$ cat config.mk
export PLATFORM = sky130hd
export DESIGN_NAME = procb_buf
export DESIGN_NICKNAME = d
export VERILOG_FILES = /design/src/rtl/procb_buf.sv
export SDC_FILE = /design/constraint.sdc
export NUM_CORES = 2
export LEC_CHECK = 0
export ABC_AREA = 1
export ABC_CLOCK_PERIOD_IN_PS = 3210
export BUFFER_PORTS_ARGS = -buffer_cell sky130_fd_sc_hd__buf_2
export CELL_PAD_IN_SITES_DETAIL_PLACEMENT = 1
export CELL_PAD_IN_SITES_GLOBAL_PLACEMENT = 1
export CORE_UTILIZATION = 40
export DETAILED_ROUTE_END_ITERATION = 8
export PLACE_DENSITY_LB_ADDON = 0.1
export SLEW_MARGIN = 10
export SYNTH_ARGS = -nofsm -noshare
export SYNTH_HDL_FRONTEND = slang
export SYNTH_SLANG_ARGS = --single-unit
$ cat constraint.sdc
create_clock -name CLK -period 3.21 [get_ports CLK]
set_input_delay 0.4815 -clock CLK [delete_from_list [all_inputs] [get_ports CLK]]
set_output_delay 0.4815 -clock CLK [all_outputs]
set_load 0.01 [all_outputs]
$ cat src/rtl/procb_buf.sv
// Per-thread record queue feeding process_bytes: speculative lookup, commit next cycle.
// Optional sticky error flags: define PROCB_BUF_ERR_EN.
`ifndef MSB
`define MSB(x) ($clog2((x)+1)-1)
`endif
`ifndef PROCB_D_WIDTH
`define PROCB_D_WIDTH 32
`endif

module procb_buf #(
   parameter int N_THREADS     = 16,
   parameter int N_THREADS_MSB = `MSB(N_THREADS-1),
   parameter int DEPTH         = 4,
   parameter int DEPTH_MSB     = `MSB(DEPTH-1)
) (
   input  logic                       CLK,
   input  logic                       rst_n,
   input  logic                       wr_en,
   input  logic [N_THREADS_MSB:0]     wr_thread_num,
   input  logic [`PROCB_D_WIDTH-1:0]  din,
   output logic [N_THREADS-1:0]       full,
   input  logic [N_THREADS_MSB:0]     rd_thread_num,
   input  logic                       lookup_en,
   input  logic                       rd_en,
   input  logic                       rd_rst,
   output logic                       lookup_empty,
   output logic [`PROCB_D_WIDTH-1:0]  dout,
   output logic [2:0]                 err
);

   localparam int TW = N_THREADS_MSB + 1;
   localparam int SW = DEPTH_MSB + 1;
   localparam int CW = DEPTH_MSB + 2;
   localparam int DW = `PROCB_D_WIDTH;

   typedef logic [SW-1:0] ptr_t;
   typedef logic [CW-1:0] cnt_t;
   typedef logic [TW-1:0] thr_t;

   logic [DW-1:0] mem_q [N_THREADS*DEPTH];

   ptr_t wr_ptr_q [N_THREADS];
   ptr_t wr_ptr_d [N_THREADS];
   ptr_t rd_ptr_q [N_THREADS];
   ptr_t rd_ptr_d [N_THREADS];
   cnt_t cnt_q    [N_THREADS];
   cnt_t cnt_d    [N_THREADS];

   logic [N_THREADS-1:0] full_q, full_d;
   logic                 pend_q, pend_d;
   thr_t                 pend_thr_q, pend_thr_d;
   logic [DW-1:0]        dout_q, dout_d;

   logic             la, lk_ok, clr, commit, commit_wr, wr_ok;
   logic [TW+SW-1:0] rd_addr, wr_addr;

   always_comb begin
      la           = pend_q && (pend_thr_q == rd_thread_num);
      lookup_empty = (cnt_q[rd_thread_num] - cnt_t'(la)) == '0;
      lk_ok        = lookup_en & ~lookup_empty;
      clr          = rd_en & rd_rst;
      commit       = rd_en & pend_q & ~rd_rst;
      commit_wr    = commit && (pend_thr_q == wr_thread_num);
      // a commit on a full thread frees the slot the write lands in
      wr_ok        = wr_en & (~full_q[wr_thread_num] | commit_wr)
                   & ~(clr && (rd_thread_num == wr_thread_num));
      rd_addr      = {rd_thread_num, rd_ptr_q[rd_thread_num] + ptr_t'(la)};
      wr_addr      = {wr_thread_num, wr_ptr_q[wr_thread_num]};
   end

   always_comb begin
      for (int t = 0; t < N_THREADS; t++) begin
         wr_ptr_d[t] = wr_ptr_q[t];
         rd_ptr_d[t] = rd_ptr_q[t];
         cnt_d[t]    = cnt_q[t];
         if (wr_ok && (wr_thread_num == thr_t'(t)))
            wr_ptr_d[t] = wr_ptr_q[t] + ptr_t'(1);
         if (commit && (pend_thr_q == thr_t'(t)))
            rd_ptr_d[t] = rd_ptr_q[t] + ptr_t'(1);
         cnt_d[t] = cnt_q[t]
                  + cnt_t'(wr_ok && (wr_thread_num == thr_t'(t)))
                  - cnt_t'(commit && (pend_thr_q == thr_t'(t)));
         if (clr && (rd_thread_num == thr_t'(t))) begin
            wr_ptr_d[t] = '0;
            rd_ptr_d[t] = '0;
            cnt_d[t]    = '0;
         end
         full_d[t] = cnt_d[t] == cnt_t'(DEPTH);
      end
      pend_d     = lk_ok & ~clr;
      pend_thr_d = lk_ok ? rd_thread_num : pend_thr_q;
      dout_d     = lk_ok ? mem_q[rd_addr] : dout_q;
   end

   always_ff @(posedge CLK) begin
      if (wr_ok)
         mem_q[wr_addr] <= din;
   end

   always_ff @(posedge CLK or negedge rst_n) begin
      if (!rst_n) begin
         for (int t = 0; t < N_THREADS; t++) begin
            wr_ptr_q[t] <= '0;
            rd_ptr_q[t] <= '0;
            cnt_q[t]    <= '0;
         end
         full_q     <= '0;
         pend_q     <= 1'b0;
         pend_thr_q <= '0;
         dout_q     <= '0;
      end else begin
         for (int t = 0; t < N_THREADS; t++) begin
            wr_ptr_q[t] <= wr_ptr_d[t];
            rd_ptr_q[t] <= rd_ptr_d[t];
            cnt_q[t]    <= cnt_d[t];
         end
         full_q     <= full_d;
         pend_q     <= pend_d;
         pend_thr_q <= pend_thr_d;
         dout_q     <= dout_d;
      end
   end

   assign full = full_q;
   assign dout = dout_q;

`ifdef PROCB_BUF_ERR_EN
   logic [2:0] err_q, err_d;

   always_comb begin
      err_d = err_q | {rd_en & ~pend_q & ~rd_rst,
                       lookup_en & lookup_empty,
                       wr_en & full_q[wr_thread_num] & ~commit_wr};
   end

   always_ff @(posedge CLK or negedge rst_n) begin
      if (!rst_n) err_q <= '0;
      else        err_q <= err_d;
   end

   assign err = err_q;
`else
   assign err = '0;
`endif

endmodule

Word level (Yosys, flattened, before mapping):

Memory sizes are Yosys's and may differ from the RTL's. A register that Yosys moved wholly into a read port is not among the register bits.
Index checks and enable logic that the tools add are counted.

* memory bits (read-only): 0
* memories: 1
* bits in latches: 0
* flip-flop bits (word level): 133
* input port bits: 46
* memory bits (writable): 2048
* logic and storage cells: 381
* output and inout port bits: 52

* reduce and logical (&&, ||, !) cells: 88
* multiplexer cells: 93
* $add $sub $neg: 66
* eq/ne operators: 64
* magnitude comparators: 3
* shift-type cells: 0
* div/mod/pow operators: 0
* multipliers: 0
* bitwise gates (word level): 15

Memories
* mem_q: words 64, width 32, read ports 1, clocked after Yosys merged registers in 1, write ports 1, line 40 `logic [DW-1:0] mem_q [N_THREADS*DEPTH];`

Operators by type and width (number)
* 2-to-1 mux 2 bit: 68
* equality test 4 bit (second input constant): 24
* adder 2 x 1 -> 2 bit (second input constant): 32
* nonzero test 2 bit: 32
* 2-to-1 mux 3 bit: 18
* logical AND 1 bit: 51
* subtractor 3 x 1 -> 3 bit: 17
* adder 3 x 1 -> 3 bit: 16
* equality test 3 bit (second input constant): 16
* equality test 4 x 3 -> 1 bit (second input constant): 12
* equality test 4 x 2 -> 1 bit (second input constant): 6
* binary-select mux 2 bit (select 4 bit): 2
* binary-select mux 3 bit (select 4 bit): 1
* equality test 4 x 1 -> 1 bit (second input constant): 3
* equality test 4 bit: 3
* logical NOT 4 bit: 3
* >= comparator 5 bit (second input constant): 2
* NOT 4 -> 5 bit: 2
* bitwise AND 1 bit: 7
* less-than comparator 4 x 5 -> 1 bit (second input constant): 1
* NOT 1 bit: 5
* binary-select mux 1 bit (select 4 bit): 1
* logical NOT 3 bit: 1
* 2-to-1 mux 1 bit: 3
* 3 further kinds: 3

Logic depth before layout (Yosys ltp):

* depth after elaboration: 11
* depth in mapped cells: 24
* gate-level depth less buffers: 20

Worst setup path before layout:

No wires, ideal clock.

* kind: input to register
* start: input rd_thread_num[1]
* end: register dout_q[23], in the netlist dout[23], read port of mem_q
* cell stages on the path: 22
* data required time: 3.093 ns
* arrival: 4.014 ns
* slack: -0.921 ns
* library setup time: 0.117 ns
* path buffers: 8
* path through: buf_2 nand2_1 clkinv_1 clkbuf_1 clkbuf_1 buf_1 a22oi_1 a21oi_1 a2111o_1 ha_1 buf_2 buf_2 buf_2 clkbuf_1 mux2i_1 nand2_1 nand3_1 nand4_1 nand2_1 nand2_1 nor2_1 nor2_1

* cells in the longest elaborated chain, start to end: 8
* elaborated cells between the ends (all ways): 14
* those cells by class: add/sub: 2; eq/ne: 1; mux: 6; bitwise: 3; reduce/logical: 2

RTL lines
* from (decl): line 22 `input logic [N_THREADS_MSB:0] rd_thread_num,`
* NOT 4 -> 5 bit (implied by the code): line 59, 67
* binary-select mux 3 bit (select 4 bit): line 59 `lookup_empty = (cnt_q[rd_thread_num] - cnt_t'(la)) == '0;`
* 2-to-1 mux 3 bit (implied by the code) (2 in a row): line 59
* subtractor 3 x 1 -> 3 bit: line 59
* logical NOT 3 bit: line 59
* NOT 1 bit: line 60 `lk_ok = lookup_en & ~lookup_empty;`
* bitwise AND 1 bit: line 60
* to (decl): line 52 `logic [DW-1:0] dout_q, dout_d;`

Parallel ways exist; a longest one is shown, timed or not. The select of a mux whose other input is x is not followed.
A chain may end at the register's enable or synchronous reset.

Final worst setup path:

* start: register rd_ptr_q[20] in the netlist's numbering
* end: register dout_q[0], in the netlist dout[0], read port of mem_q

* cells in the longest elaborated chain, start to end: 4

RTL lines
* from (decl): line 44 `ptr_t rd_ptr_q [N_THREADS];`
* from (signal, indexed assignment): line 114 `rd_ptr_q[t] <= rd_ptr_d[t];`
* binary-select mux 2 bit (select 4 bit): line 67 `rd_addr = {rd_thread_num, rd_ptr_q[rd_thread_num] + ptr_t'(la)};`
* 2-to-1 mux 2 bit (implied by the code) (2 in a row): line 67
* adder 2 x 1 -> 2 bit: line 67

Every way passes these cells. The select of a mux whose other input is x is not followed.

==> flow_summary.yaml <==
outcome:
  status: "complete, but fails checks"
  violations: "setup timing"
clocking:
  clock_sink_count: 2213
  ctsHtreeMaxLevel: 4
  cts.clk_slew.worst_paths_ns: 0.06
  cts_tree: "done"
  clk_latency_ns: 0.88
  clk_path_buf_depth: 3
  ctsRootBufferMaster: "clkbuf_16"
  cts_buffers: 236
layout:
  utilization_pct: 51.5
  fin_nets: 7722
  drive_above_1_share_pct: 25.0
  area_growth_pct: 27.5
  final_cell_mix: "2048 x edfxtp_1, 1100 x nand3_1, 968 x nand2_1"
  instances_no_fill: 10800
  layout_commonest_cell: "edfxtp_1"
  num-fill-cells: 22000
synthesis:
  synth-edff-count: 2048
  synthSimpleGateAreaFrac_pct: 13.0
  synth_area_per_cell_um2: 13.6
  synth_adder_area_share_pct: 0.818
  synth_ff_type: "edfxtp_1"
  synthArstFlopShare_pct: 7.46
  synth.area.mux_share_pct: 9.84
  postSynthCellCount: 6686
  ys_ff_latch: 2213
  synthXorXnorAreaFrac_pct: 0.231
  synth_top_family_by_area: "simple AND/OR/NAND/NOR gates"
  yosysWarnings: 0
  ys_seq_area_share_pct: 72.0
  synth_compound_area_share_pct: 1.50
  syn_area_um2: 91200
  post_synth_num_cell_types: 41
global_route:
  overflow: 0
  track_usage_pct: 26.5
  antenna_found_initial: 21
  grt_max_degree: 65
  grt_pass1_wl_um: 440000
  first_global_vias: 62200
route:
  vias: 59900
  dr.pass1.iters: 5
  drt-initial-drc-count: 4538
  wl_um: 311000
  antenna_left: 0
  wl_per_cell_um: 28.7
  drcViolationCount: 0
  via_per_inst: 5.54
die:
  num_rows: 174
  dieArea_um2: 230000
  die_h_um: 479
  io_pins: 98
  fp.dieW_um: 479
  core_um2: 226000
  start_util_pct: 40.4
setup_path:
  crit_arrival_ns: 4.18
  ff2ff_path_depth: 16
  crit_end: "dout[0]"
  crit_family: "simple AND/OR/NAND/NOR gates"
  criticalPathCategory: "register to register"
  rr_endpoint: "dout[0]"
  start_kind: "register"
  r2r_start: "rd_ptr_q[20]"
  critPathLaunch: "rd_ptr_q[20]"
  regToRegSetupSlack_ns: -0.22
  crit_path_end_kind: "register"
  worst_path_max_delay_cell: "a2111o_1"
  slowest_delay_ns: 0.45
  cp.required_ns: 3.95
  crit_chain: "a22oi_2 -> o221ai_1 -> a2111o_1 -> ha_4 -> buf_12 -> buf_16 -> buf_16 -> buf_12 -> mux2i_1 -> nand3_1 -> nand3_1 -> nand4_1 -> nand2_1 -> nand3_2 -> nor2_2 -> nor2_1"
  cp.depth: 16
  cp_num_buf_inv: 4
  cp_max_fo: 9
sta:
  period_share_pct: 107
  drv_slew: 0
  setup_violations: 39
  skew_ns: 0.0459
  fin_crit_ns: 3.43
  hold_viol_final: 0
  rsz0062_at_grt: "true"
  slew_headroom_pct: 15.5
  fin_hold_ws_ns: 0.0721
  final.setup.worst_slack_ns: -0.223
  clock.fmax_mhz: 291
  tightest_slew_ns: 1.27
pwr:
  powerDensity_nw_per_um2: 755
  power_mw: 87.7
  p_leak_nw: 41.3
  peakVddDrop_mv: 0.592
hold_path:
  worstHoldPathType: "input pin to register"
  worstHoldPathCells: 4
placed_design:
  place.gp.congestion: 0.848
  dp.cells: 10100
  hpwl_um: 186000
  numPortBuffers: 94
flow_run:
  max_cap_viol_count: 0
synth_stat cells (6+ instances only):
| master | instances | area share [%] |
|---|---|---|
| nand2_1 | 1086 | 4.5 |
| clkbuf_1 | 211 | 0.87 |
| nor2_1 | 273 | 1.1 |
| o21ai_0 | 69 | 0.38 |
| edfxtp_1 | 2048 | 67 |
| a22oi_1 | 37 | 0.30 |
| ha_1 | 34 | 0.47 |
| nor4_1 | 17 | 0.12 |
| o21ai_1 | 64 | 0.35 |
| nand4_1 | 101 | 0.69 |
| o22ai_1 | 10 | 0.069 |
| nand3_1 | 1168 | 6.4 |
| xnor2_1 | 19 | 0.18 |
| mux2i_1 | 896 | 9.8 |
| fa_1 | 16 | 0.35 |
| buf_1 | 38 | 0.16 |
| buf_2 | 146 | 0.80 |
| nand3b_1 | 6 | 0.049 |
| a21oi_1 | 52 | 0.29 |
| dfrtp_1 | 165 | 4.5 |
| inv_1 | 184 | 0.76 |
| nor3_1 | 6 | 0.033 |
layout make-up:
cell class	count	area (µm²)	share of cell area (%)
flip-flops and latches	2213	65600	56.5
multi-input cells	3885	26000	22.4
repair buffers	1098	12600	10.9
clock buffers	304	6330	5.45
well taps	2992	3740	3.22
clock inverters	138	1100	0.945
inverters	192	774	0.666
diodes	5	12.5	0.0108
state kept, by name, indices dropped and copies added (netlist names):
register and cells:
cnt_q 48, dout 32, full 16, mem_q 2048, pend_q 1, pend_thr_q 4, rd_ptr_q 32, wr_ptr_q 32
stage by stage:
stage	instance area, µm²	setup TNS (ns)	setup slack [ns]
2_1_floorplan	92500	-963.41	-0.520
4_1_cts	113000	-4.56	-0.180
3_3_place_gp	102000	-349.23	-1.21
6_report	116000	-3.98	-0.223
5_1_grt	116000	-9.49	-0.317
3_5_place_dp	102000	-370.04	-1.23
metal layers:
| metal | part of all wire (%) | track usage [%] | up-vias |
|---|---|---|---|
| met5 | 0.0087 | 0 | - |
| met4 | 2.7 | 7.45 | 4 |
| met3 | 5.1 | 4.65 | 468 |
| met2 | 49 | 44.3 | 1447 |
| met1 | 43 | 35.3 | 31500 |
| li1 | - | - | 26500 |
worst register-to-register path: stages (launching register included):
cell	delay (ns)
dfrtp_1	0.41
a22oi_2	0.16
o221ai_1	0.13
a2111o_1	0.45
ha_4	0.34
buf_12	0.17
buf_16	0.21
buf_16	0.16
buf_12	0.14
mux2i_1	0.20
nand3_1	0.10
nand3_1	0.11
nand4_1	0.27
nand2_1	0.19
nand3_2	0.12
nor2_2	0.13
nor2_1	0.05
kinds of logic after synthesis:
| family | Yosys count |
|---|---|
| and+or+nand+nor | 2669 |
| other | 1 |
| adders and majority gates | 50 |
| buffers and inverters | 590 |
| xor gates and xnor gates | 24 |
| AOI/OAI and AO/OA | 243 |
| DFF | 2213 |
| muxes | 896 |
power breakdown:
group	internal, mW	switching [mW]	total (mW)	leakage, nW
clock network	15.0	11.5	26.5	3.63
registers	32.7	1.09	33.8	20.4
logic	13.3	14.2	27.4	17.2
worst min-delay path by stage:
stage / end / start / slack, ns
2_1_floorplan: cnt_q[0] / rst_n / 0.19
3_3_place_gp: rd_ptr_q[31] / rd_ptr_q[31] / 0.50
3_5_place_dp: wr_ptr_q[17] / wr_ptr_q[17] / 0.51
4_1_cts: pend_q / lookup_en / 0.005
5_1_grt: mem_q[48][30] / din[30] / 0.04
6_report: pend_q / lookup_en / 0.07
repair_timing:
| item | in CTS | in global routing |
|---|---|---|
| gates resized for setup | 354 | 466 |
| setup endpoints to repair | 63 | 81 |
| endpoints found under the hold margin | 59 | 0 |
| pin swaps | 106 | 254 |
| hold buffers | 2 | 0 |
| gates cloned | 22 | 24 |
| buffers inserted | 116 | 129 |
No activity file was read; power rests on OpenSTA's default activity.
